**config.mk**
```make
export PLATFORM = sky130hd
export DESIGN_NAME = cadeado_ctrl
export DESIGN_NICKNAME = d
export VERILOG_FILES = /design/src/rtl/cadeado_ctrl.sv
export SDC_FILE = /design/constraint.sdc
export NUM_CORES = 1
export LEC_CHECK = 0
export ABC_AREA = 1
export CORE_UTILIZATION = 51
export CTS_BUF_LIST = sky130_fd_sc_hd__clkbuf_16
export CTS_CLUSTER_DIAMETER = 100
export DETAILED_ROUTE_END_ITERATION = 16
export PLACE_DENSITY = 0.75
export REMOVE_ABC_BUFFERS = 1
export SKIP_CTS_REPAIR_TIMING = 1
export SYNTH_ARGS = -nofsm -noshare
export SYNTH_HDL_FRONTEND = slang
export SYNTH_SLANG_ARGS = --single-unit
```
**constraint.sdc**
```tcl
create_clock -name clk -period 1.49 [get_ports clk]
set_input_delay 0.2235 -clock clk [delete_from_list [all_inputs] [get_ports clk]]
set_output_delay 0.2235 -clock clk [all_outputs]
set_load 0.05 [all_outputs]
```
**src/rtl/cadeado_ctrl.sv**
```systemverilog
// Combination-lock controller: synchronises four push-buttons, checks the press
// sequence against CODE, drives the lock, counts failures and enforces a lockout.
//
// state        | meaning
// ST_ENTRADA   | collecting digits of an attempt
// ST_ABERTO    | lock open, auto-relock after OPEN_CYCLES or on lock_cmd
// ST_BLOQUEADO | lockout after MAX_TRIES failures, all input ignored
module cadeado_ctrl #(
  parameter int                    CODE_LEN       = 4,
  parameter logic [2*CODE_LEN-1:0] CODE           = 8'hD8,
  parameter int                    MAX_TRIES      = 3,
  parameter int                    OPEN_CYCLES    = 500,
  parameter int                    LOCKOUT_CYCLES = 1000
) (
  input  logic       clk,
  input  logic       rst_n,
  input  logic [3:0] btn,
  input  logic       lock_cmd,
  output logic       aberto,
  output logic       bloqueado,
  output logic       erro,
  output logic [3:0] falhas,
  output logic [3:0] progresso
);

  localparam int MAX_CYC = (OPEN_CYCLES > LOCKOUT_CYCLES) ? OPEN_CYCLES : LOCKOUT_CYCLES;
  localparam int TW      = (MAX_CYC > 1) ? $clog2(MAX_CYC) : 1;
  localparam logic [TW-1:0] OPEN_LAST = TW'(OPEN_CYCLES - 1);
  localparam logic [TW-1:0] LOCK_LAST = TW'(LOCKOUT_CYCLES - 1);
  localparam logic [TW-1:0] T_ONE     = TW'(1);
  localparam logic [3:0]    LAST_IDX  = 4'(CODE_LEN - 1);
  localparam logic [3:0]    MAX_F     = 4'(MAX_TRIES);

  typedef enum logic [1:0] {ST_ENTRADA, ST_ABERTO, ST_BLOQUEADO} state_t;

  state_t        state, state_nx;
  logic [3:0]    btn_s1, btn_s2, btn_prev;
  logic [3:0]    press;
  logic          press_any, press_multi, digit_bad;
  logic [1:0]    digit, code_digit;
  logic [3:0]    idx, idx_nx;
  logic          mismatch, mismatch_nx;
  logic [TW-1:0] timer, timer_nx;
  logic [3:0]    falhas_q, falhas_nx;
  logic          erro_q, erro_nx;

  always_ff @(posedge clk or negedge rst_n) begin
    if (!rst_n) begin
      btn_s1   <= '0;
      btn_s2   <= '0;
      btn_prev <= '0;
    end else begin
      btn_s1   <= btn;
      btn_s2   <= btn_s1;
      btn_prev <= btn_s2;
    end
  end

  assign press       = btn_s2 & ~btn_prev;
  assign press_any   = |press;
  assign press_multi = |(press & (press - 4'd1));

  // Multi-button presses always count as a mismatch, so the encoder priority is irrelevant.
  always_comb begin
    digit = 2'd0;
    if (press[1]) digit = 2'd1;
    if (press[2]) digit = 2'd2;
    if (press[3]) digit = 2'd3;
    code_digit = 2'd0;
    for (int i = 0; i < CODE_LEN; i++)
      if (idx == 4'(i)) code_digit = CODE[2*i +: 2];
  end

  assign digit_bad = press_multi | (digit != code_digit);

  always_ff @(posedge clk or negedge rst_n) begin
    if (!rst_n) begin
      state    <= ST_ENTRADA;
      idx      <= '0;
      mismatch <= 1'b0;
      timer    <= '0;
      falhas_q <= '0;
      erro_q   <= 1'b0;
    end else begin
      state    <= state_nx;
      idx      <= idx_nx;
      mismatch <= mismatch_nx;
      timer    <= timer_nx;
      falhas_q <= falhas_nx;
      erro_q   <= erro_nx;
    end
  end

  always_comb begin
    state_nx    = state;
    idx_nx      = idx;
    mismatch_nx = mismatch;
    timer_nx    = timer;
    falhas_nx   = falhas_q;
    erro_nx     = 1'b0;
    case (state)
      ST_ENTRADA: begin
        if (lock_cmd) begin
          idx_nx      = '0;
          mismatch_nx = 1'b0;
        end else if (press_any) begin
          if (idx == LAST_IDX) begin
            idx_nx      = '0;
            mismatch_nx = 1'b0;
            timer_nx    = '0;
            if (!(mismatch | digit_bad)) begin
              state_nx  = ST_ABERTO;
              falhas_nx = '0;
            end else begin
              erro_nx   = 1'b1;
              falhas_nx = (falhas_q >= MAX_F) ? falhas_q : falhas_q + 4'd1;
              if (falhas_q + 4'd1 == MAX_F) state_nx = ST_BLOQUEADO;
            end
          end else begin
            idx_nx      = idx + 4'd1;
            mismatch_nx = mismatch | digit_bad;
          end
        end
      end
      ST_ABERTO: begin
        if (lock_cmd || timer == OPEN_LAST) begin
          state_nx = ST_ENTRADA;
          timer_nx = '0;
        end else begin
          timer_nx = timer + T_ONE;
        end
      end
      ST_BLOQUEADO: begin
        if (timer == LOCK_LAST) begin
          state_nx  = ST_ENTRADA;
          timer_nx  = '0;
          falhas_nx = '0;
        end else begin
          timer_nx = timer + T_ONE;
        end
      end
      default: state_nx = ST_ENTRADA;
    endcase
  end

  assign aberto    = (state == ST_ABERTO);
  assign bloqueado = (state == ST_BLOQUEADO);
  assign erro      = erro_q;
  assign falhas    = falhas_q;
  assign progresso = idx;

endmodule

```
# == Word-level counts from Yosys, hierarchy flattened ==
# Cells that the tools add are included.
# classes
add_sub_neg,4
n_lt_le_gt_ge,1
eq_ne,16
n_mux,38
bitwise_logic,5
reduce_logical,11
# op_table
op,n
10-bit 2-to-1 mux,5
4-bit 2-to-1 mux,9
10-bit case mux with 3 select lines,1
2-bit 2-to-1 mux,12
"4-bit by 2-bit equality test with 1-bit output, second input constant",3
6-bit AND reduction,2
"10-bit by 1-bit adder with 10-bit output, second input constant",1
"10-bit equality test, second input constant",1
"10-bit by 9-bit equality test with 1-bit output, second input constant",1
1-bit 2-to-1 mux,9
"4-bit by 1-bit adder with 4-bit output, second input constant",2
4-bit bitwise AND,2
4-bit case mux with 2 select lines,1
4-bit OR reduction,2
"2-bit inequality test, second input constant",3
"3-bit inequality test, second input constant",2
2-bit case mux with 3 select lines,1
"4-bit by 1-bit equality test with 1-bit output, second input constant",1
"4-bit by 2-bit greater-or-equal comparator with 1-bit output, second input constant",1
"2-bit by 1-bit inequality test with 1-bit output, second input constant",2
4-bit NOT,1
4-bit AND reduction,1
2-bit nonzero test,2
"4-bit by 1-bit subtractor with 4-bit output, second input constant",1
8 further kinds,9
# word_totals
register_bits,34
input_bits,7
out_inout_bits,11
word_cells,84

# == Logic depth before layout (Yosys ltp) ==
# logic_depth
depth_word,13
depth_mapped,13
depth_no_buf,13

# == Least setup slack after synthesis ==
# OpenSTA, ideal clock, no wires.
# synth_timing
path_kind,register -> register
startpoint,"register idx[0], in the netlist progresso[0]"
endpoint,"register falhas_q[0], in the netlist falhas[0]"
setup_time_ps,118
t_arrival_ps,1763
setup_slack_ps,-391
stages_incl_launch_ff,13
path_buffers,0
period_less_slack_ps,1881
path_cell_list,dfrtp_1 inv_1 ha_1 inv_1 nand2_1 nand2_1 nand3_1 nand2_1 nand3_1 nand3_1 nand2_1 nand2_1 nand2_1
# synth_between
elab_chain_len,12
word_cells_on_any_way,17
cone_classes,eq/ne: 6; mux: 8; bitwise: 2; reduce/logical: 1
# synth_lines
item,line,rtl
start: declaration,41,"logic [3:0] idx, idx_nx;"
start signal: assignment,86,idx <= idx_nx;
4-bit by 1-bit equality test with 1-bit output,71,if (idx == 4'(i)) code_digit = CODE[2*i +: 2];
2-bit 2-to-1 mux (3 in a row),71,
2-bit inequality test,74,assign digit_bad = press_multi | (digit != code_digit);
1-bit bitwise OR,74,
1-bit bitwise OR,111,if (!(mismatch | digit_bad)) begin
4-bit 2-to-1 mux,111,
4-bit 2-to-1 mux,107,if (idx == LAST_IDX) begin
4-bit 2-to-1 mux,106,end else if (press_any) begin
4-bit 2-to-1 mux,103,if (lock_cmd) begin
4-bit case mux with 2 select lines,101,case (state)
end signal: assignment,89,falhas_q <= falhas_nx;
end: declaration,44,"logic [3:0] falhas_q, falhas_nx;"
# Parallel ways exist; a longest one is shown, timed or not. The select of a mux whose other input is x is not followed.
# A chain may end at the register's enable or synchronous reset.

# == Worst setup path after layout ==
# layout_timing
startpoint,"register idx[1], in the netlist progresso[1]"
endpoint,"register falhas_q[2], in the netlist falhas[2]"
# Same word-level chain as after synthesis.

==> impl_metrics.ini <==
[power_and_ir_drop]
switching_share = 0.188
p_switching_uw = 450
ir_drop_mv = 0.962
leakage_uw = 0.00142
pwr-share-clk = 0.565
p_comb_frac = 0.038
total_power_uw = 2390
p_int_uw = 1940
powerDensity_mw_per_mm2 = 836
sequentialPowerShare = 0.397

[synthesis]
synthArstFlopShare = 1.00
synthTopCellsByArea = dfrtp_1 (47%), nand2_1 (12%), inv_1 (8.5%)
synth_top_area_share = 0.468
syn_avg_cell_area_um2 = 8.01
yosysSeqAreaShare = 0.468
synth-edff-count = 0
synthDistinctLibCells = 26
synth.most_common_cell = nand2_1
netlist_area_mm2 = 0.00182
netlist_instances = 227
synth_common_cells = nand2_1 (57), inv_1 (41), dfrtp_1 (34)
ys_ff_latch = 34
synth_ff_type = dfrtp_1
synth_top_cell_by_area = dfrtp_1
yosysWarnings = 0

[layout]
fillers = 178
layout.nets = 303
area_growth_pct = 56.8
layout-drive-gt1-share = 0.399
diodes = 0
utilization = 0.842

[placement]
port_buffers = 17
place.gp.congestion = 0.917
dpl.hpwl_um = 2690
place_ws_ps = -234

[clock_network]
clock_latency_ps = 280
ctsHtreeMaxLevel = 2
tritoncts = built
clk_pin_slew_ps = 60
clock-sinks = 34
cts_buffers = 5
root_buffer = clkbuf_16
clock_path_buffers = 2

[floorplanning]
die_area_mm2 = 0.00381
coreArea_mm2 = 0.00339
io_pins = 18
dieHeight_um = 61.7
start_util = 0.537
num_rows = 21
die_w_um = 61.7

[worst_setup_path]
cp_max_fo = 6
reg2reg_slack_ps = -150
reg2reg_depth = 11
arrival_ps = 1810
required_ps = 1660
worstSetupStartpointType = flop
endpoint_kind = flop
timing.rr.start = progresso[1]$_DFFE_PN0P_
reg2reg_to = falhas[2]$_DFFE_PN0P_
crit_type = reg -> reg

[detailed_routing]
post_drt_wl_per_cell_um = 14.2
ant_nets = 0
vias = 1704
dr.pass1.iters = 4
drtIter0Drc = 96
drc = 0
via_per_inst = 5.10
totalWireLength_um = 4760

[timing]
final-hold-violation-count = 0
setup_viol = 11
worst_slew_pin_slew_ps = 345
max_freq_ghz = 0.611
fin_ws_ps = -146
whs_ps = 321
grt_setup_unrepaired = yes
fin_crit_ps = 1640
slew-limit-headroom = 0.768
skew_ps = 3.83
fin_crit_sh = 1.10
drv_slew = 0

[grt]
grt_overflow = 0
grt_pass1_wl_um = 6200
grt_pass1_vias = 1559
grt_usage = 0.226
grt_start_max_net_pins = 35
antenna_found_initial = 0

[run]
max_cap_viol_count = 0

[status]
run_status = complete, but fails checks
violations = setup timing

[min_path]
min_path_type = in -> async
[placed cells by master (no fill, tap or decap), types with 2 or more instances in the layout]
cell type        count
buf_12              10
buf_4               32
buf_6                6
bufinv_16            2
clkbuf_16            5
clkdlybuf4s50_1      6
dfrtp_1             31
dfrtp_2              3
ha_1                 2
ha_4                 6
inv_1               34
inv_2                6
inv_4                2
nand2_1             44
nand2_2             12
nand2_4              4
nand3_1             12
nand3_2              2
nand3_4              2
nand3b_1             2
nand4_1              4
nor2_1              18
nor2_2               5
nor2_4               4
o21ai_0              7
o21ai_1              4
o21ai_2              7
xor2_1               5
[registers in the layout, indices dropped and copies added, names as in the netlist]
| name | flops |
|---|---|
| mismatch | 1 |
| falhas | 4 |
| btn_s1 | 4 |
| btn_prev | 4 |
| progresso | 4 |
| state | 2 |
| btn_s2 | 4 |
| erro | 1 |
| timer | 10 |
[final cells by class]
class	count	area [µm²]	share of cell area
inverters	43	168	0.0588
flip-flops and latches	34	855	0.300
multi-input cells	149	1010	0.354
repair buffers	54	568	0.199
clock inverters	3	68.8	0.0241
clock buffers	5	125	0.0439
well taps	46	57.6	0.0202
[worst max-delay path by stage]
stage | startpoint | end | slack (ps) | cells after the start
final | progresso[1]$_DFFE_PN0P_ | falhas[2]$_DFFE_PN0P_ | -150 | 11
after global routing | progresso[0]$_DFFE_PN0P_ | state[0]$_DFFE_PN0P_ | -240 | 12
after CTS | progresso[0]$_DFFE_PN0P_ | falhas[2]$_DFFE_PN0P_ | -290 | 12
after detailed placement | progresso[0]$_DFFE_PN0P_ | falhas[3]$_DFFE_PN0P_ | -230 | 12
after global placement | progresso[0]$_DFFE_PN0P_ | falhas[3]$_DFFE_PN0P_ | -190 | 11
after floorplan | progresso[1]$_DFFE_PN0P_ | timer[3]$_DFFE_PN0P_ | -430 | 10
[metal layers]
metal,GRT usage,wire (µm)
met1,0.261,1970
met4,0.0857,98
met3,0.0559,165
met5,0,0
met2,0.402,2520
[worst max-delay path, cell delays in order, from the launching register on]
cell     delay, ps
dfrtp_2        450
ha_4           190
inv_1           80
nand2_1         60
nand2_1         70
nand3_1        100
nand2_2        110
nand3_4        130
nand3_4        130
nand2_4         70
inv_2           80
nor2_2          40
[power groups by stage]
stage / logic (µW) / registers (µW) / clock network, µW
6_report: 89.9 / 947 / 1350
3_3_place_gp: 79.1 / 962 / 0
4_1_cts: 81.7 / 948 / 1360
5_1_grt: 100 / 949 / 1400
3_5_place_dp: 80.8 / 964 / 0
2_1_floorplan: 28.2 / 962 / 0
[cell families (layout without fill, tap and decap cells)]
group                    Yosys count  after routing  share of synthesized area
AO/OA/AOI/OAI                     25             25                     0.0887
XOR/XNOR                           5              5                     0.0241
adder cells (fa/ha/maj)            9              9                     0.0619
buffers and inverters             44            105                     0.0956
flip-flops                        34             34                      0.468
AND/OR/NAND/NOR                  110            110                      0.262
[per-stage QoR]
step           instances  cell area [µm²]  setup TNS, ps
2_1_floorplan        226             1810          -6100
6_report             334             2850           -983
4_1_cts              330             2570          -2480
3_3_place_gp         322             2380          -1880
5_1_grt              334             2850          -2310
3_5_place_dp         322             2380          -2220
(Power assumes the default switching activity.)
